### src/rtl/rv32i_pkg.sv
// Shared encodings for the memory/writeback stage: writeback source select,
// load size codes and the stage FSM state type.
package rv32i_pkg;

    // Writeback source select
    localparam logic [1:0] WB_ALU = 2'b00;
    localparam logic [1:0] WB_MEM = 2'b01;
    localparam logic [1:0] WB_PC4 = 2'b10;
    localparam logic [1:0] WB_IMM = 2'b11;

    // Load size codes (funct3)
    localparam logic [2:0] F3_LB  = 3'b000;
    localparam logic [2:0] F3_LH  = 3'b001;
    localparam logic [2:0] F3_LW  = 3'b010;
    localparam logic [2:0] F3_LBU = 3'b100;
    localparam logic [2:0] F3_LHU = 3'b101;

    // Stage FSM: either free to accept, or parked waiting on a load response
    typedef enum logic {
        ST_IDLE      = 1'b0,
        ST_LOAD_WAIT = 1'b1
    } wb_state_e;

    // Sign- or zero-extend a byte/halfword to 32 bits
    function automatic logic [31:0] ext8(input logic [7:0] v, input logic sgn);
        return {{24{sgn & v[7]}}, v};
    endfunction

    function automatic logic [31:0] ext16(input logic [15:0] v, input logic sgn);
        return {{16{sgn & v[15]}}, v};
    endfunction

endpackage

### src/rtl/load_align.sv
// Combinational load extraction: picks the addressed byte/halfword out of a
// word-aligned read, extends it, and flags misaligned or illegal load sizes.
module load_align
    import rv32i_pkg::*;
(
    input  logic [2:0]  funct3,
    input  logic [1:0]  addr,
    input  logic [31:0] rdata,
    output logic [31:0] data,
    output logic        misalign
);

    logic [7:0]  byte_sel;
    logic [15:0] half_sel;

    // Lane selection then extension by load size
    always_comb begin
        byte_sel = rdata[{addr, 3'b000} +: 8];
        half_sel = addr[1] ? rdata[31:16] : rdata[15:0];
        data     = 32'h0;
        misalign = 1'b0;
        case (funct3)
            F3_LB:  data = ext8(byte_sel, 1'b1);
            F3_LBU: data = ext8(byte_sel, 1'b0);
            F3_LH: begin
                data     = ext16(half_sel, 1'b1);
                misalign = addr[0];
            end
            F3_LHU: begin
                data     = ext16(half_sel, 1'b0);
                misalign = addr[0];
            end
            F3_LW: begin
                data     = rdata;
                misalign = (addr != 2'b00);
            end
            default: misalign = 1'b1;   // 011/110/111 are not loads
        endcase
    end

endmodule

### src/rtl/mem_wb_stage.sv
// Memory/writeback stage: registers ALU/PC+4/IMM results straight through,
// completes loads either in the accept cycle or after a bounded wait on the
// data-memory response, and mirrors the writeback port as a bypass port.
module mem_wb_stage
    import rv32i_pkg::*;
#(
    parameter int TIMEOUT = 64
) (
    input  logic        clk,
    input  logic        rst,
    input  logic        ex_valid,
    input  logic        ex_reg_write,
    input  logic [4:0]  ex_rd,
    input  logic [1:0]  ex_wb_sel,
    input  logic [2:0]  ex_funct3,
    input  logic [31:0] ex_alu_result,
    input  logic [31:0] ex_pc4,
    input  logic [31:0] ex_imm,
    input  logic        dmem_rvalid,
    input  logic [31:0] dmem_rdata,
    output logic        wb_en,
    output logic [4:0]  wb_rd,
    output logic [31:0] wb_data,
    output logic        stall_o,
    output logic        fwd_en,
    output logic [4:0]  fwd_rd,
    output logic [31:0] fwd_data,
    output logic        misalign_o,
    output logic        load_err
);

    localparam int              CNT_W    = $clog2(TIMEOUT + 1);
    localparam logic [CNT_W-1:0] CNT_LAST = CNT_W'(TIMEOUT - 1);

    wb_state_e          state_q, state_d;
    logic [CNT_W-1:0]   cnt_q, cnt_d;
    logic [4:0]         ld_rd_q, ld_rd_d;
    logic [2:0]         ld_f3_q, ld_f3_d;
    logic [1:0]         ld_addr_q, ld_addr_d;
    logic               ld_we_q, ld_we_d;

    logic               wb_en_q, wb_en_d;
    logic [4:0]         wb_rd_q, wb_rd_d;
    logic [31:0]        wb_data_q, wb_data_d;
    logic               misalign_q, misalign_d;
    logic               load_err_q, load_err_d;

    logic               accept;
    logic               is_mem;
    logic               ex_we;
    logic [2:0]         al_f3;
    logic [1:0]         al_addr;
    logic [31:0]        al_data;
    logic               al_misalign;
    logic [31:0]        ex_data;

    assign stall_o = (state_q == ST_LOAD_WAIT);
    assign accept  = ex_valid & ~stall_o;
    assign is_mem  = (ex_wb_sel == WB_MEM);
    assign ex_we   = ex_reg_write & (ex_rd != 5'd0);

    // While waiting, the aligner works from the captured load, else from EX/MEM
    assign al_f3   = stall_o ? ld_f3_q   : ex_funct3;
    assign al_addr = stall_o ? ld_addr_q : ex_alu_result[1:0];

    load_align u_load_align (
        .funct3   (al_f3),
        .addr     (al_addr),
        .rdata    (dmem_rdata),
        .data     (al_data),
        .misalign (al_misalign)
    );

    // Writeback source mux for instructions completing at accept
    always_comb begin
        case (ex_wb_sel)
            WB_ALU:  ex_data = ex_alu_result;
            WB_MEM:  ex_data = al_data;
            WB_PC4:  ex_data = ex_pc4;
            default: ex_data = ex_imm;
        endcase
    end

    // State register plus load-wait bookkeeping
    always_ff @(posedge clk) begin
        if (!rst) begin
            state_q   <= ST_IDLE;
            cnt_q     <= '0;
            ld_rd_q   <= 5'd0;
            ld_f3_q   <= 3'd0;
            ld_addr_q <= 2'd0;
            ld_we_q   <= 1'b0;
        end else begin
            state_q   <= state_d;
            cnt_q     <= cnt_d;
            ld_rd_q   <= ld_rd_d;
            ld_f3_q   <= ld_f3_d;
            ld_addr_q <= ld_addr_d;
            ld_we_q   <= ld_we_d;
        end
    end

    // Next-state: park on an aligned load whose data is not yet back
    always_comb begin
        state_d   = state_q;
        cnt_d     = cnt_q;
        ld_rd_d   = ld_rd_q;
        ld_f3_d   = ld_f3_q;
        ld_addr_d = ld_addr_q;
        ld_we_d   = ld_we_q;
        case (state_q)
            ST_IDLE: begin
                if (accept && is_mem && !al_misalign && !dmem_rvalid) begin
                    state_d   = ST_LOAD_WAIT;
                    cnt_d     = '0;
                    ld_rd_d   = ex_rd;
                    ld_f3_d   = ex_funct3;
                    ld_addr_d = ex_alu_result[1:0];
                    ld_we_d   = ex_we;
                end
            end
            default: begin
                if (dmem_rvalid || (cnt_q == CNT_LAST)) begin
                    state_d = ST_IDLE;
                end else begin
                    cnt_d = cnt_q + 1'b1;
                end
            end
        endcase
    end

    // Output decode: what the writeback/bypass registers take at this edge
    always_comb begin
        wb_en_d    = 1'b0;
        wb_rd_d    = wb_rd_q;
        wb_data_d  = wb_data_q;
        misalign_d = 1'b0;
        load_err_d = load_err_q;
        case (state_q)
            ST_IDLE: begin
                if (accept) begin
                    if (is_mem && al_misalign) begin
                        misalign_d = 1'b1;
                    end else if (!is_mem || dmem_rvalid) begin
                        wb_en_d = ex_we;
                        if (ex_we) begin
                            wb_rd_d   = ex_rd;
                            wb_data_d = ex_data;
                        end
                    end
                end
            end
            default: begin
                if (dmem_rvalid) begin
                    wb_en_d = ld_we_q;
                    if (ld_we_q) begin
                        wb_rd_d   = ld_rd_q;
                        wb_data_d = al_data;
                    end
                end else if (cnt_q == CNT_LAST) begin
                    // Response never arrived: retire the load with zero data
                    wb_en_d    = ld_we_q;
                    load_err_d = 1'b1;
                    if (ld_we_q) begin
                        wb_rd_d   = ld_rd_q;
                        wb_data_d = 32'h0;
                    end
                end
            end
        endcase
    end

    // Writeback and status registers
    always_ff @(posedge clk) begin
        if (!rst) begin
            wb_en_q    <= 1'b0;
            wb_rd_q    <= 5'd0;
            wb_data_q  <= 32'h0;
            misalign_q <= 1'b0;
            load_err_q <= 1'b0;
        end else begin
            wb_en_q    <= wb_en_d;
            wb_rd_q    <= wb_rd_d;
            wb_data_q  <= wb_data_d;
            misalign_q <= misalign_d;
            load_err_q <= load_err_d;
        end
    end

    assign wb_en      = wb_en_q;
    assign wb_rd      = wb_rd_q;
    assign wb_data    = wb_data_q;
    assign fwd_en     = wb_en_q;
    assign fwd_rd     = wb_rd_q;
    assign fwd_data   = wb_data_q;
    assign misalign_o = misalign_q;
    assign load_err   = load_err_q;

endmodule
### config.mk
export PLATFORM = sky130hd
export DESIGN_NAME = mem_wb_stage
export DESIGN_NICKNAME = d
export VERILOG_FILES = /design/src/rtl/rv32i_pkg.sv /design/src/rtl/load_align.sv /design/src/rtl/mem_wb_stage.sv
export SDC_FILE = /design/constraint.sdc
export NUM_CORES = 1
export LEC_CHECK = 0
export ABC_CLOCK_PERIOD_IN_PS = 3000
export CORE_ASPECT_RATIO = 1.2
export CORE_MARGIN = 2
export CORE_UTILIZATION = 30
export CTS_BUF_LIST = sky130_fd_sc_hd__clkbuf_4 sky130_fd_sc_hd__clkbuf_8 sky130_fd_sc_hd__clkbuf_16
export DETAILED_ROUTE_END_ITERATION = 8
export PLACE_DENSITY_LB_ADDON = 0.2
export REMOVE_ABC_BUFFERS = 1
export SYNTH_ARGS = -nofsm -noshare
export SYNTH_HDL_FRONTEND = slang
export SYNTH_SLANG_ARGS = --single-unit
### constraint.sdc
create_clock -name clk -period 3 [get_ports clk]
set_input_delay 0.9 -clock clk [delete_from_list [all_inputs] [get_ports clk]]
set_output_delay 0.9 -clock clk [all_outputs]
set_load 0.05 [all_outputs]
==> results.py <==
metrics = {
    "hold_path": {
        "hold_end": "cnt_q[6]",
        "worstHoldStart": "cnt_q[6]",
        "min_path_type": "flop to flop",
        "holdPathStages": 2,
    },
    "place": {
        "port_buffers": 221,
        "place_worst_setup_slack_ns": 0.005631,
        "dp_cells": 877,
        "placed_area_um2": 6581,
        "gp_congestion": 0.8388,
        "place_hpwl_um": 12600,
    },
    "grt": {
        "use_met2_pct": 36.47,
        "grt_use_total_pct": 19.87,
        "antenna_found_initial": 0,
        "busiest_layer": "met2",
        "grt_use_met3_pct": 3.960,
        "grt_pass1_wl_um": 24700,
        "grt_pass1_vias": 4757,
        "grt_max_degree": 41,
        "grtUsageMet1_pct": 23.06,
        "gr-total-overflow": 0,
    },
    "drt": {
        "drc": 0,
        "num_vias": 4700,
        "drt-initial-drc-count": 204,
        "ant_nets": 0,
        "first_pass_iters": 5,
        "wl_um": 16090,
        "post_drt_wl_per_cell_um": 18.01,
        "routed_via_density": 5.263,
    },
    "cells_and_area": {
        "final_common_cell": "clkdlybuf4s50_1",
        "final_util_pct": 47.77,
        "drive_above_1_share_pct": 13.65,
        "area_delta_synth_final_pct": 54.97,
        "nets": 857,
        "stdcell_count": 893,
        "fin_area_um2": 6885,
        "diodes": 0,
        "most-common-layout-cells": "clkdlybuf4s50_1 (218), nand2_1 (66), dfxtp_1 (58), nor2_1 (35), a21oi_1 (30)",
    },
    "die": {
        "chipHeight_um": 137.3,
        "die-area_um2": 15800,
        "dieWidth_um": 115.1,
        "core_area_um2": 14410,
        "start_util_pct": 30.82,
        "rows": 48,
        "ioPinCount": 222,
    },
    "setup_path": {
        "cp_max_fo": 20,
        "arrival_ns": 2.90,
        "timing.rr.end": "fwd_data[18]",
        "r2r_start": "stall_o",
        "critPathKind": "input pin to flop",
        "crit_required_ns": 3.21,
        "reg2reg_depth": 8,
        "r2r_setup_slack_ns": 0.77,
        "critPathLaunchType": "input pin",
        "crit_path_end_kind": "flop",
    },
    "clocking": {
        "cts.repair.resized": 0,
        "ctsRootBufferMaster": "clkbuf_16",
        "cts_sinks": 59,
        "cts_tree": "yes",
        "clk_pin_slew_worst_paths_ns": 0.05,
        "htreeDepth": 3,
        "cts_hold_buf": 0,
        "numCtsBuffers": 9,
        "clk_latency_ns": 0.33,
        "cts_setup_buffers": 0,
        "cts_buffer_depth": 2,
    },
    "timing": {
        "hold_viol_final": 0,
        "fmax_ghz": 0.3716,
        "relSlewSlack_pct": 65.13,
        "setup_violations": 0,
        "finalClockSkew_ns": 0.003098,
        "min_period_ns": 2.691,
        "timing.final.crit_share_pct": 89.71,
        "drv_slew": 0,
        "finalSetupTns_ns": 0,
        "finalWorstSetupSlack_ns": 0.3086,
        "tightest_slew_ns": 0.5214,
        "grt_setup_unrepaired": "false",
    },
    "synthesis": {
        "ys_seq_elements": 59,
        "synth_cell_types": 65,
        "yosys-top-cells-area": "dfxtp_1 (27%), buf_4 (7.4%), mux2i_1 (6.3%), mux2_2 (6.1%), nand2_1 (5.6%)",
        "synth_ff_type": "dfxtp_1",
        "synth-seq-area-share_pct": 26.58,
        "syn_avg_cell_area_um2": 8.305,
        "postSynthCellCount": 535,
        "synth_area_um2": 4443,
        "synth_top_cell_area_share_pct": 26.58,
        "yosysWarnings": 0,
        "synth_edf_count": 0,
        "yosys.area.top_type": "dfxtp_1",
        "async_flop_share_pct": 0,
    },
    "status": {
        "status": "finished clean",
    },
    "power_and_ir_drop": {
        "vdd_ir_drop_max_mv": 0.2813,
        "power_leakage_uw": 0.002553,
        "power_density_nw_per_um2": 424.4,
    },
    "flow_run": {
        "cap_viol_max_count": 0,
    },
}
==> cells by family (layout without fill, tap and decap cells) <==
logic type / Yosys count / after routing / share of synthesized area [%]
and+or+nand+nor: 147 / 147 / 15.63
AOI/OAI and AO/OA: 180 / 180 / 31.37
xor gates and xnor gates: 4 / 4 / 0.7884
muxes: 52 / 52 / 12.39
adders and majority gates: 1 / 1 / 0.2816
buffers and inverters: 92 / 275 / 12.95
DFF: 59 / 59 / 26.58
==> cells in the mapped netlist, types with 9 or more instances <==
cell,n
nand2_1,66
dfxtp_1,59
buf_4,44
nor2_1,36
a21oi_1,30
mux2i_1,28
mux2_2,24
a22oi_1,23
o21ai_0,21
o221a_1,16
clkbuf_1,15
buf_2,13
a211oi_1,10
a21oi_2,10
inv_1,10
o22ai_1,9
==> per-stage QoR <==
step                      power, uW  hold WS, ns
final                          2922       0.4306
after global routing           3036       0.4493
after CTS                      2948       0.4345
after detailed placement       1885       0.4235
after global placement         1873       0.4226
after floorplan                1400       0.4074
==> critical path, stage by stage <==
cell and delay [ns]:
clkdlybuf4s50_1 0.57, nor4_1 0.34, o22a_1 0.22, nand4_1 0.12, nand3_2 0.14, buf_4 0.23
o21ai_0 0.13, o221a_1 0.26
==> how the worst max path moves through the flow <==
stage | depth (start not counted) | startpoint | slack (ns) | endpoint
after floorplan | 6 | stall_o | -1.29 | fwd_data[10]
after global routing | 8 | ex_alu_result[0] | 0.11 | fwd_data[18]
final | 8 | ex_alu_result[0] | 0.31 | fwd_data[18]
after CTS | 8 | ex_alu_result[0] | 0.33 | fwd_data[18]
after global placement | 7 | ex_funct3[0] | 0.13 | fwd_data[14]
after detailed placement | 8 | ex_alu_result[0] | 0.006 | fwd_data[18]
==> flip-flops by register name, summed over array words and instances (netlist names) <==
signal and cells:
ld_f3_q 3, load_err 1, ld_addr_q 2, fwd_data 32, misalign_o 1, fwd_en 1
ld_we_q 1, ld_rd_q 5, fwd_rd 5, cnt_q 7, stall_o 1
==> final cells by class <==
cell class	instances	area (um^2)
Clock inverter	2	35.03
Inverter	12	45.04
Fill cell	1407	7528
Timing Repair Buffer	247	2430
Clock buffer	14	269.0
Tap cell	175	219.0
Multi-Input combinational cell	384	2705
Sequential cell	59	1182
==> per-layer routing <==
| metal | routed length, um | up-vias |
|---|---|---|
| met4 | 280 | 0 |
| met3 | 1093 | 21 |
| met1 | 6568 | 2218 |
| met5 | 0 | - |
| li1 | - | 2292 |
| met2 | 8143 | 169 |
==> where the power goes <==
group	switching [uW]	internal, uW
Combinational	548	454
Clock	355	701
Sequential	37.4	827
Total	940	1980
Power figures use the tool's default switching activity.
